[config.mk]
export PLATFORM = sky130hd
export DESIGN_NAME = cntlr_poll_sched
export DESIGN_NICKNAME = d
export VERILOG_FILES = /design/src/rtl/cntlr_poll_sched.sv
export SDC_FILE = /design/constraint.sdc
export NUM_CORES = 1
export LEC_CHECK = 0
export CAP_MARGIN = 5
export CORE_AREA = 5 5 90 92
export CTS_BUF_LIST = sky130_fd_sc_hd__clkbuf_4
export DETAILED_ROUTE_END_ITERATION = 8
export DIE_AREA = 0 0 95 97
export PLACE_DENSITY = 0.85
export SYNTH_ARGS = -nofsm -noshare
export SYNTH_HDL_FRONTEND = slang
export SYNTH_SLANG_ARGS = --single-unit
[constraint.sdc]
create_clock -name clk -period 4.36 [get_ports clk]
set_input_delay 0.436 -clock clk [delete_from_list [all_inputs] [get_ports clk]]
set_output_delay 0.436 -clock clk [all_outputs]
set_load 0.005 [all_outputs]
[src/rtl/cntlr_poll_sched.sv]
// cntlr_poll_sched: periodic poll scheduler for one N64 joybus controller port.
// Launches CMD_POLL on the TX serializer, arms the RX deserializer one cycle
// after TX completes and latches the returned 32-bit word. Per-phase timeout,
// bounded retry, link status and a saturating error counter are included.
// Optional build macro: CNTLR_ZERO_ON_FAIL_EN -- a failed slot clears btn_data
// to the neutral pad value and pulses btn_valid once.
module cntlr_poll_sched #(
    parameter int unsigned POLL_PERIOD  = 416667,
    parameter int unsigned RESP_TIMEOUT = 5000,
    parameter int unsigned MAX_RETRY    = 2,
    parameter logic [7:0]  CMD_POLL     = 8'h01
) (
    input  logic        clk,
    input  logic        rst_n,
    input  logic        en,
    input  logic        poll_now,
    output logic        tx_start,
    output logic [7:0]  tx_cmd,
    input  logic        tx_done,
    output logic        rx_start,
    input  logic        rx_done,
    input  logic [31:0] rx_data,
    output logic [31:0] btn_data,
    output logic        btn_valid,
    output logic        link_ok,
    output logic [7:0]  err_cnt,
    output logic        busy
);

    localparam int unsigned   PW           = (POLL_PERIOD > 1) ? $clog2(POLL_PERIOD) : 1;
    localparam int unsigned   TW           = (RESP_TIMEOUT > 1) ? $clog2(RESP_TIMEOUT) : 1;
    localparam logic [PW-1:0] PERIOD_LAST  = PW'(POLL_PERIOD - 1);
    localparam logic [TW-1:0] TIMEOUT_LAST = TW'(RESP_TIMEOUT - 1);
    localparam logic [3:0]    RETRY_LIMIT  = 4'(MAX_RETRY);

    typedef enum logic [2:0] {
        ST_IDLE,
        ST_LAUNCH,
        ST_WAIT_TX,
        ST_ARM,
        ST_WAIT_RX,
        ST_FAIL
    } state_t;

    state_t        state_q,      state_d;
    logic [PW-1:0] period_cnt_q, period_cnt_d;
    logic          pending_q,    pending_d;
    logic [3:0]    retry_q,      retry_d;
    logic [TW-1:0] tmo_q,        tmo_d;
    logic [7:0]    err_q,        err_d;
    logic          link_q,       link_d;
    logic [31:0]   btn_data_q,   btn_data_d;
    logic          btn_valid_q,  btn_valid_d;
    logic          tx_start_q,   tx_start_d;
    logic          rx_start_q,   rx_start_d;
    logic          period_wrap;

    // Period counter: runs while enabled, wraps at POLL_PERIOD-1 and flags a poll.
    always_comb begin
        period_cnt_d = period_cnt_q;
        period_wrap  = 1'b0;
        if (!en) begin
            period_cnt_d = '0;
        end else if (period_cnt_q == PERIOD_LAST) begin
            period_cnt_d = '0;
            period_wrap  = 1'b1;
        end else begin
            period_cnt_d = period_cnt_q + 1'b1;
        end
    end

    // Poll request latch: requests collapse into one; consumed when the FSM leaves IDLE.
    // A request in the very cycle the FSM launches is served by that launch.
    always_comb begin
        pending_d = pending_q | period_wrap | poll_now;
        if ((state_q == ST_IDLE) && pending_q) begin
            pending_d = 1'b0;
        end
    end

    // Slot sequencing: next state, timeout/retry counters, status and result capture.
    always_comb begin
        state_d     = state_q;
        tmo_d       = tmo_q;
        retry_d     = retry_q;
        err_d       = err_q;
        link_d      = link_q;
        btn_data_d  = btn_data_q;
        btn_valid_d = 1'b0;
        unique case (state_q)
            ST_IDLE: begin
                if (pending_q) begin
                    state_d = ST_LAUNCH;
                end
            end
            ST_LAUNCH: begin
                tmo_d   = '0;
                state_d = ST_WAIT_TX;
            end
            ST_WAIT_TX: begin
                if (tx_done) begin
                    state_d = ST_ARM;
                end else if (tmo_q == TIMEOUT_LAST) begin
                    state_d = ST_FAIL;
                end else begin
                    tmo_d = tmo_q + 1'b1;
                end
            end
            ST_ARM: begin
                tmo_d   = '0;
                state_d = ST_WAIT_RX;
            end
            ST_WAIT_RX: begin
                if (rx_done) begin
                    btn_data_d  = rx_data;
                    btn_valid_d = 1'b1;
                    link_d      = 1'b1;
                    retry_d     = '0;
                    state_d     = ST_IDLE;
                end else if (tmo_q == TIMEOUT_LAST) begin
                    state_d = ST_FAIL;
                end else begin
                    tmo_d = tmo_q + 1'b1;
                end
            end
            ST_FAIL: begin
                if (err_q != 8'hFF) begin
                    err_d = err_q + 8'd1;
                end
                if (retry_q < RETRY_LIMIT) begin
                    retry_d = retry_q + 4'd1;
                    state_d = ST_LAUNCH;
                end else begin
                    link_d  = 1'b0;
                    retry_d = '0;
                    state_d = ST_IDLE;
`ifdef CNTLR_ZERO_ON_FAIL_EN
                    btn_data_d  = '0;
                    btn_valid_d = 1'b1;
`endif
                end
            end
            default: begin
                state_d = ST_IDLE;
            end
        endcase
        // Strobes decode the next state so they are high during LAUNCH/ARM themselves.
        tx_start_d = (state_d == ST_LAUNCH);
        rx_start_d = (state_d == ST_ARM);
    end

    // State and output registers with asynchronous active-low reset.
    always_ff @(posedge clk or negedge rst_n) begin
        if (!rst_n) begin
            state_q      <= ST_IDLE;
            period_cnt_q <= '0;
            pending_q    <= 1'b0;
            retry_q      <= '0;
            tmo_q        <= '0;
            err_q        <= '0;
            link_q       <= 1'b0;
            btn_data_q   <= '0;
            btn_valid_q  <= 1'b0;
            tx_start_q   <= 1'b0;
            rx_start_q   <= 1'b0;
        end else begin
            state_q      <= state_d;
            period_cnt_q <= period_cnt_d;
            pending_q    <= pending_d;
            retry_q      <= retry_d;
            tmo_q        <= tmo_d;
            err_q        <= err_d;
            link_q       <= link_d;
            btn_data_q   <= btn_data_d;
            btn_valid_q  <= btn_valid_d;
            tx_start_q   <= tx_start_d;
            rx_start_q   <= rx_start_d;
        end
    end

    assign tx_start  = tx_start_q;
    assign tx_cmd    = CMD_POLL;
    assign rx_start  = rx_start_q;
    assign btn_data  = btn_data_q;
    assign btn_valid = btn_valid_q;
    assign link_ok   = link_q;
    assign err_cnt   = err_q;
    assign busy      = (state_q != ST_IDLE);

endmodule

After elaboration in Yosys (flattened, before gate mapping)
Index checks and enable logic that the tools add are counted.
- register bits after elaboration: 84
- bits in latches: 0
- bits in writable memories: 0
- bits in read-only memories: 0
- bits of input ports: 38
- output and inout bits: 53
- word-level logic and storage cells: 66
- memories kept: 0
- $add $sub $neg: 4
- $mul: 0
- divide/modulo/power cells: 0
- $lt $le $gt $ge: 1
- equality and inequality tests: 14
- shifts and indexed selects: 0
- muxes and demuxes: 23
- bitwise gates (word level): 2
- reductions and logical operators: 11
- operator list (kind ; count):
    13-bit 2-to-1 mux ; 3
    13-bit one-hot mux with 3 select lines ; 1
    19-bit 2-to-1 mux ; 2
    19-bit by 1-bit adder with 19-bit output (second input constant) ; 1
    19-bit == test (second input constant) ; 1
    3-bit one-hot mux with 6 select lines ; 1
    13-bit by 1-bit adder with 13-bit output (second input constant) ; 1
    13-bit == test (second input constant) ; 1
    3-bit 2-to-1 mux ; 4
    3-bit by 2-bit == test with 1-bit output (second input constant) ; 3
    8-bit by 1-bit adder with 8-bit output (second input constant) ; 1
    1-bit 2-to-1 mux ; 8
    4-bit 2-to-1 mux ; 2
    2-bit inequality test (second input constant) ; 4
    8-bit inequality test (second input constant) ; 1
    4-bit one-hot mux with 2 select lines ; 1
    3-bit by 1-bit == test with 1-bit output (second input constant) ; 2
    3-bit == test (second input constant) ; 2
    2-bit AND reduction ; 3
    3-bit AND reduction ; 2
    3-bit nonzero test ; 2
    4-bit by 1-bit adder with 4-bit output (second input constant) ; 1
    4-bit by 2-bit less-than comparator with 1-bit output (second input constant) ; 1
    3-bit zero test ; 1
    5 further kinds ; 6

Longest topological paths before layout
- word-level depth: 6
- depth in mapped cells: 7
- depth with buffers taken out: 6

Worst setup path after synthesis
Ideal clock, no wire load.
- path type: register -> register
- start point: reg period_cnt_q[16]
- end point: reg period_cnt_q[10]
- library setup time: 119 ps
- arrival time: 1940 ps
- data required time: 4241 ps
- setup slack: 2301 ps
- cell stages (with the launch flop): 6
- path buffers: 1
- clock period less this slack: 2059 ps
- cells stage by stage: dfrtp_1 or4_1 or4_4 o31ai_4 buf_6 nor2_1
- word-level cells in the longest chain between the ends: 3
- RTL lines (element ; line ; source):
    from (decl) ; 46 ; logic [PW-1:0] period_cnt_q, period_cnt_d;
    from (signal assigned) ; 168 ; period_cnt_q <= period_cnt_d;
    19-bit == test ; 64 ; end else if (period_cnt_q == PERIOD_LAST) begin
    19-bit 2-to-1 mux ; 64 ;
    19-bit 2-to-1 mux ; 62 ; if (!en) begin
    via period_cnt_d[10] ; 46 ;
The timed path passes the listed nets, and every way through them passes these cells.
A chain may end at the register's enable or synchronous reset.

Worst setup path in the final report
Ends and elaborated chain as after synthesis.

==> flow_summary_export.csv <==
group,metric,value,unit
global_routing,antenna_found_initial,0,
detailed_routing,drt_iter0_drc,207,
critical_path,start_kind,"flip-flop",
critical_path,r2r_end,"period_cnt_q[10]",
timing,fin_crit,2.357,ns
pwr,leakage,2.038,nW
detailed_routing,routed-via-count,2911,
pwr,power_frac_comb,34.1,%
critical_path,worstReg2RegStart,"period_cnt_q[16]",
synth,netlist_area,0.003826,mm^2
placed_design,port_buffers,82,
critical_path,cp.arrival,2.65,ns
finish,layout_commonest_cell,"dfrtp_1",
pwr,power_switching,0.6987,mW
die,coreArea,0.007137,mm^2
clocking,cts_setup_buffers,0,
timing,final.setup_skew,0.01520,ns
placed_design,gp_congestion,0.9061,
synth,synth.avg_cell_area,11.29,um^2
detailed_routing,first_pass_iters,6,
timing,tightest_slew,1.022,ns
finish,final_cell_mix,"84 x dfrtp_1, 81 x clkdlybuf4s50_1, 33 x mux2_2",
run,drv_cap,0,
clocking,cts_htree_levels,3,
pwr,p_int,1.613,mW
critical_path,critPathKind,"flip-flop to flip-flop",
placed_design,dpl_worst_slack,1.829,ns
synth,ys_seq_area_share,54.94,%
synth,yosys-top-cells-area,"dfrtp_1 55%, mux2_2 9.7%, xnor2_1 3.9%",
critical_path,worstSetupStartpoint,"period_cnt_q[16]",
global_routing,grt_pass1_vias,2917,
detailed_routing,final_antenna_net_count,0,
critical_path,endpoint,"period_cnt_q[10]",
critical_path,worstPathRequired,4.65,ns
timing,fin_ws,2.003,ns
synth,syn-instance-count,339,
global_routing,grt_max_degree,85,
global_routing,grt_use_total,18.96,%
pwr,seqPwrFrac,48.6,%
die,die_w,95,um
pwr,swShare,30.22,%
synth,synth_top_area_cell,"dfrtp_1",
detailed_routing,wl_per_cell,15.78,um
pwr,pwr-share-clk,17.3,%
timing,maxSlewViolCount,0,
synth,async_flop_share,100.0,%
finish,fin_util,67.41,%
detailed_routing,routed_wirelength,8237,um
clocking,path_clk_slew,0.13,ns
timing,fmax,424.3,MHz
clocking,clockBufferDepth,2,
critical_path,crit_path_end_kind,"flip-flop",
global_routing,grt_pass1_wl,13880,um
die,io_pins,91,
synth,ys_types,48,
critical_path,crit_fanout,19,
timing,relSlewSlack,31.84,%
clocking,cts_sinks,84,
die,dieArea,0.009215,mm^2
detailed_routing,via_per_inst,5.577,
clocking,cts_tree,"yes",
clocking,cts.repair.resized,0,
synth,synth_top_area_share,54.94,%
clocking,cts_buffers,9,
die,initial_core_util,53.61,%
global_routing,overflow,0,
synth,synth_enable_flop_cells,0,
clocking,cts_root_buffer,"clkbuf_4",
timing,hold_viol_final,0,
clocking,cts_hold_buf,0,
clocking,clk_latency,0.44,ns
timing,finalSetupViolations,0,
finish,diodes,0,
die,dieHeight,97,um
outcome,outcome,"completed",
finish,final_layout_size_suffix_gt1_share,13.24,%
hold_path,hold_path.class,"input port to asynchronous set/reset pin",
finish,fin_nets,461,
synth,synth_top_flop_cell,"dfrtp_1",
critical_path,regToRegSetupSlack,2.00,ns
synth,ys_ff_latch,84,
timing,period_share,54.06,%
timing,rsz0062_at_grt,"false",
pwr,peakVddDrop,0.0003204,V
pwr,p_per_area,480.6,mW/mm^2
placed_design,dp_hpwl,5894,um
synth,yosysWarnings,0,
critical_path,reg2reg_depth,4,
timing,finalSetupTns,0,ns
finish,area_growth,25.74,%
detailed_routing,drc,0,
die,row_count,31,
-- layout make-up --
cell class,instances,area (um^2)
flip-flops and latches,84,2102
inverters,11,41.29
well taps,99,123.9
fillers,554,2326
clock buffers,9,67.56
clock inverters,7,51.30
repair buffers,83,825.8
multi-input cells,229,1599
-- how the worst min path moves through the flow --
stage | slack, ns | start | cells past startpoint | end
detailed placement | 0.47 | tmo_q[12] | 1 | tmo_q[12]
global placement | 0.46 | tmo_q[12] | 1 | tmo_q[12]
CTS | 0.19 | rst_n | 1 | period_cnt_q[11]
floorplan | 0.14 | rst_n | 0 | btn_data[0]
global route | 0.19 | rst_n | 1 | err_cnt[6]
finish | 0.16 | rst_n | 1 | tmo_q[1]
-- cells in the mapped netlist, types with 6 or more instances --
cell,number
buf_4,8
xor2_1,8
dfrtp_1,84
nor3_1,7
inv_1,11
nand2_1,17
or3_1,8
a21oi_1,11
nand3_1,19
nor2_1,29
mux2_2,33
nand4_1,6
o21ai_0,11
clkbuf_1,7
xnor2_1,17
-- layer usage --
| metal | vias to the layer above | part of all wire (%) | track usage, % |
|---|---|---|---|
| met3 | 17 | 7.7 | 6.517 |
| met5 | - | 0 | 0 |
| li1 | 1344 | - | - |
| met2 | 120 | 50 | 30.42 |
| met1 | 1430 | 41 | 24.04 |
| met4 | 0 | 1.6 | 5.771 |
-- through the flow --
step	area (um^2)	instances	power [mW]	hold slack, ns
floorplan	3849	345	1.453	0.1404
global placement	4692	506	1.899	0.4571
detailed placement	4692	506	1.943	0.4675
CTS	4811	522	2.344	0.1883
global route	4811	522	2.474	0.1933
finish	4811	522	2.312	0.1604
-- power groups by stage --
stage	clock network (mW)	logic, mW	registers, mW
finish	0.401	0.788	1.12
floorplan	0	0.330	1.12
detailed placement	0	0.801	1.14
CTS	0.416	0.803	1.12
global placement	0	0.774	1.12
global route	0.457	0.859	1.16
-- sequential cells by signal, summed over array words and instances, names as in the netlist --
register,cells
btn_data,32
btn_valid,1
err_cnt,8
link_ok,1
pending_q,1
period_cnt_q,19
retry_q,4
rx_start,1
state_q,3
tmo_q,13
tx_start,1
-- worst max-delay path: stages (launching register included) --
cell	delay (ns)
dfrtp_1	0.42
or4_1	0.51
or4_4	0.51
o31ai_4	0.65
nor2_1	0.12
-- cells by family (layout without fill, tap and decap cells) --
logic type	after synthesis	after routing	synth area share (%)
other	2	8	0.1963
AO/OA/AOI/OAI	39	39	6.802
AND/OR/NAND/NOR	117	117	16.22
multiplexers	35	35	10.24
buffers and inverters	32	110	4.251
XOR/XNOR	25	25	5.723
flip-flops	84	84	54.94
adder cells (fa/ha/maj)	5	5	1.635
Power figures use the tool's default switching activity.
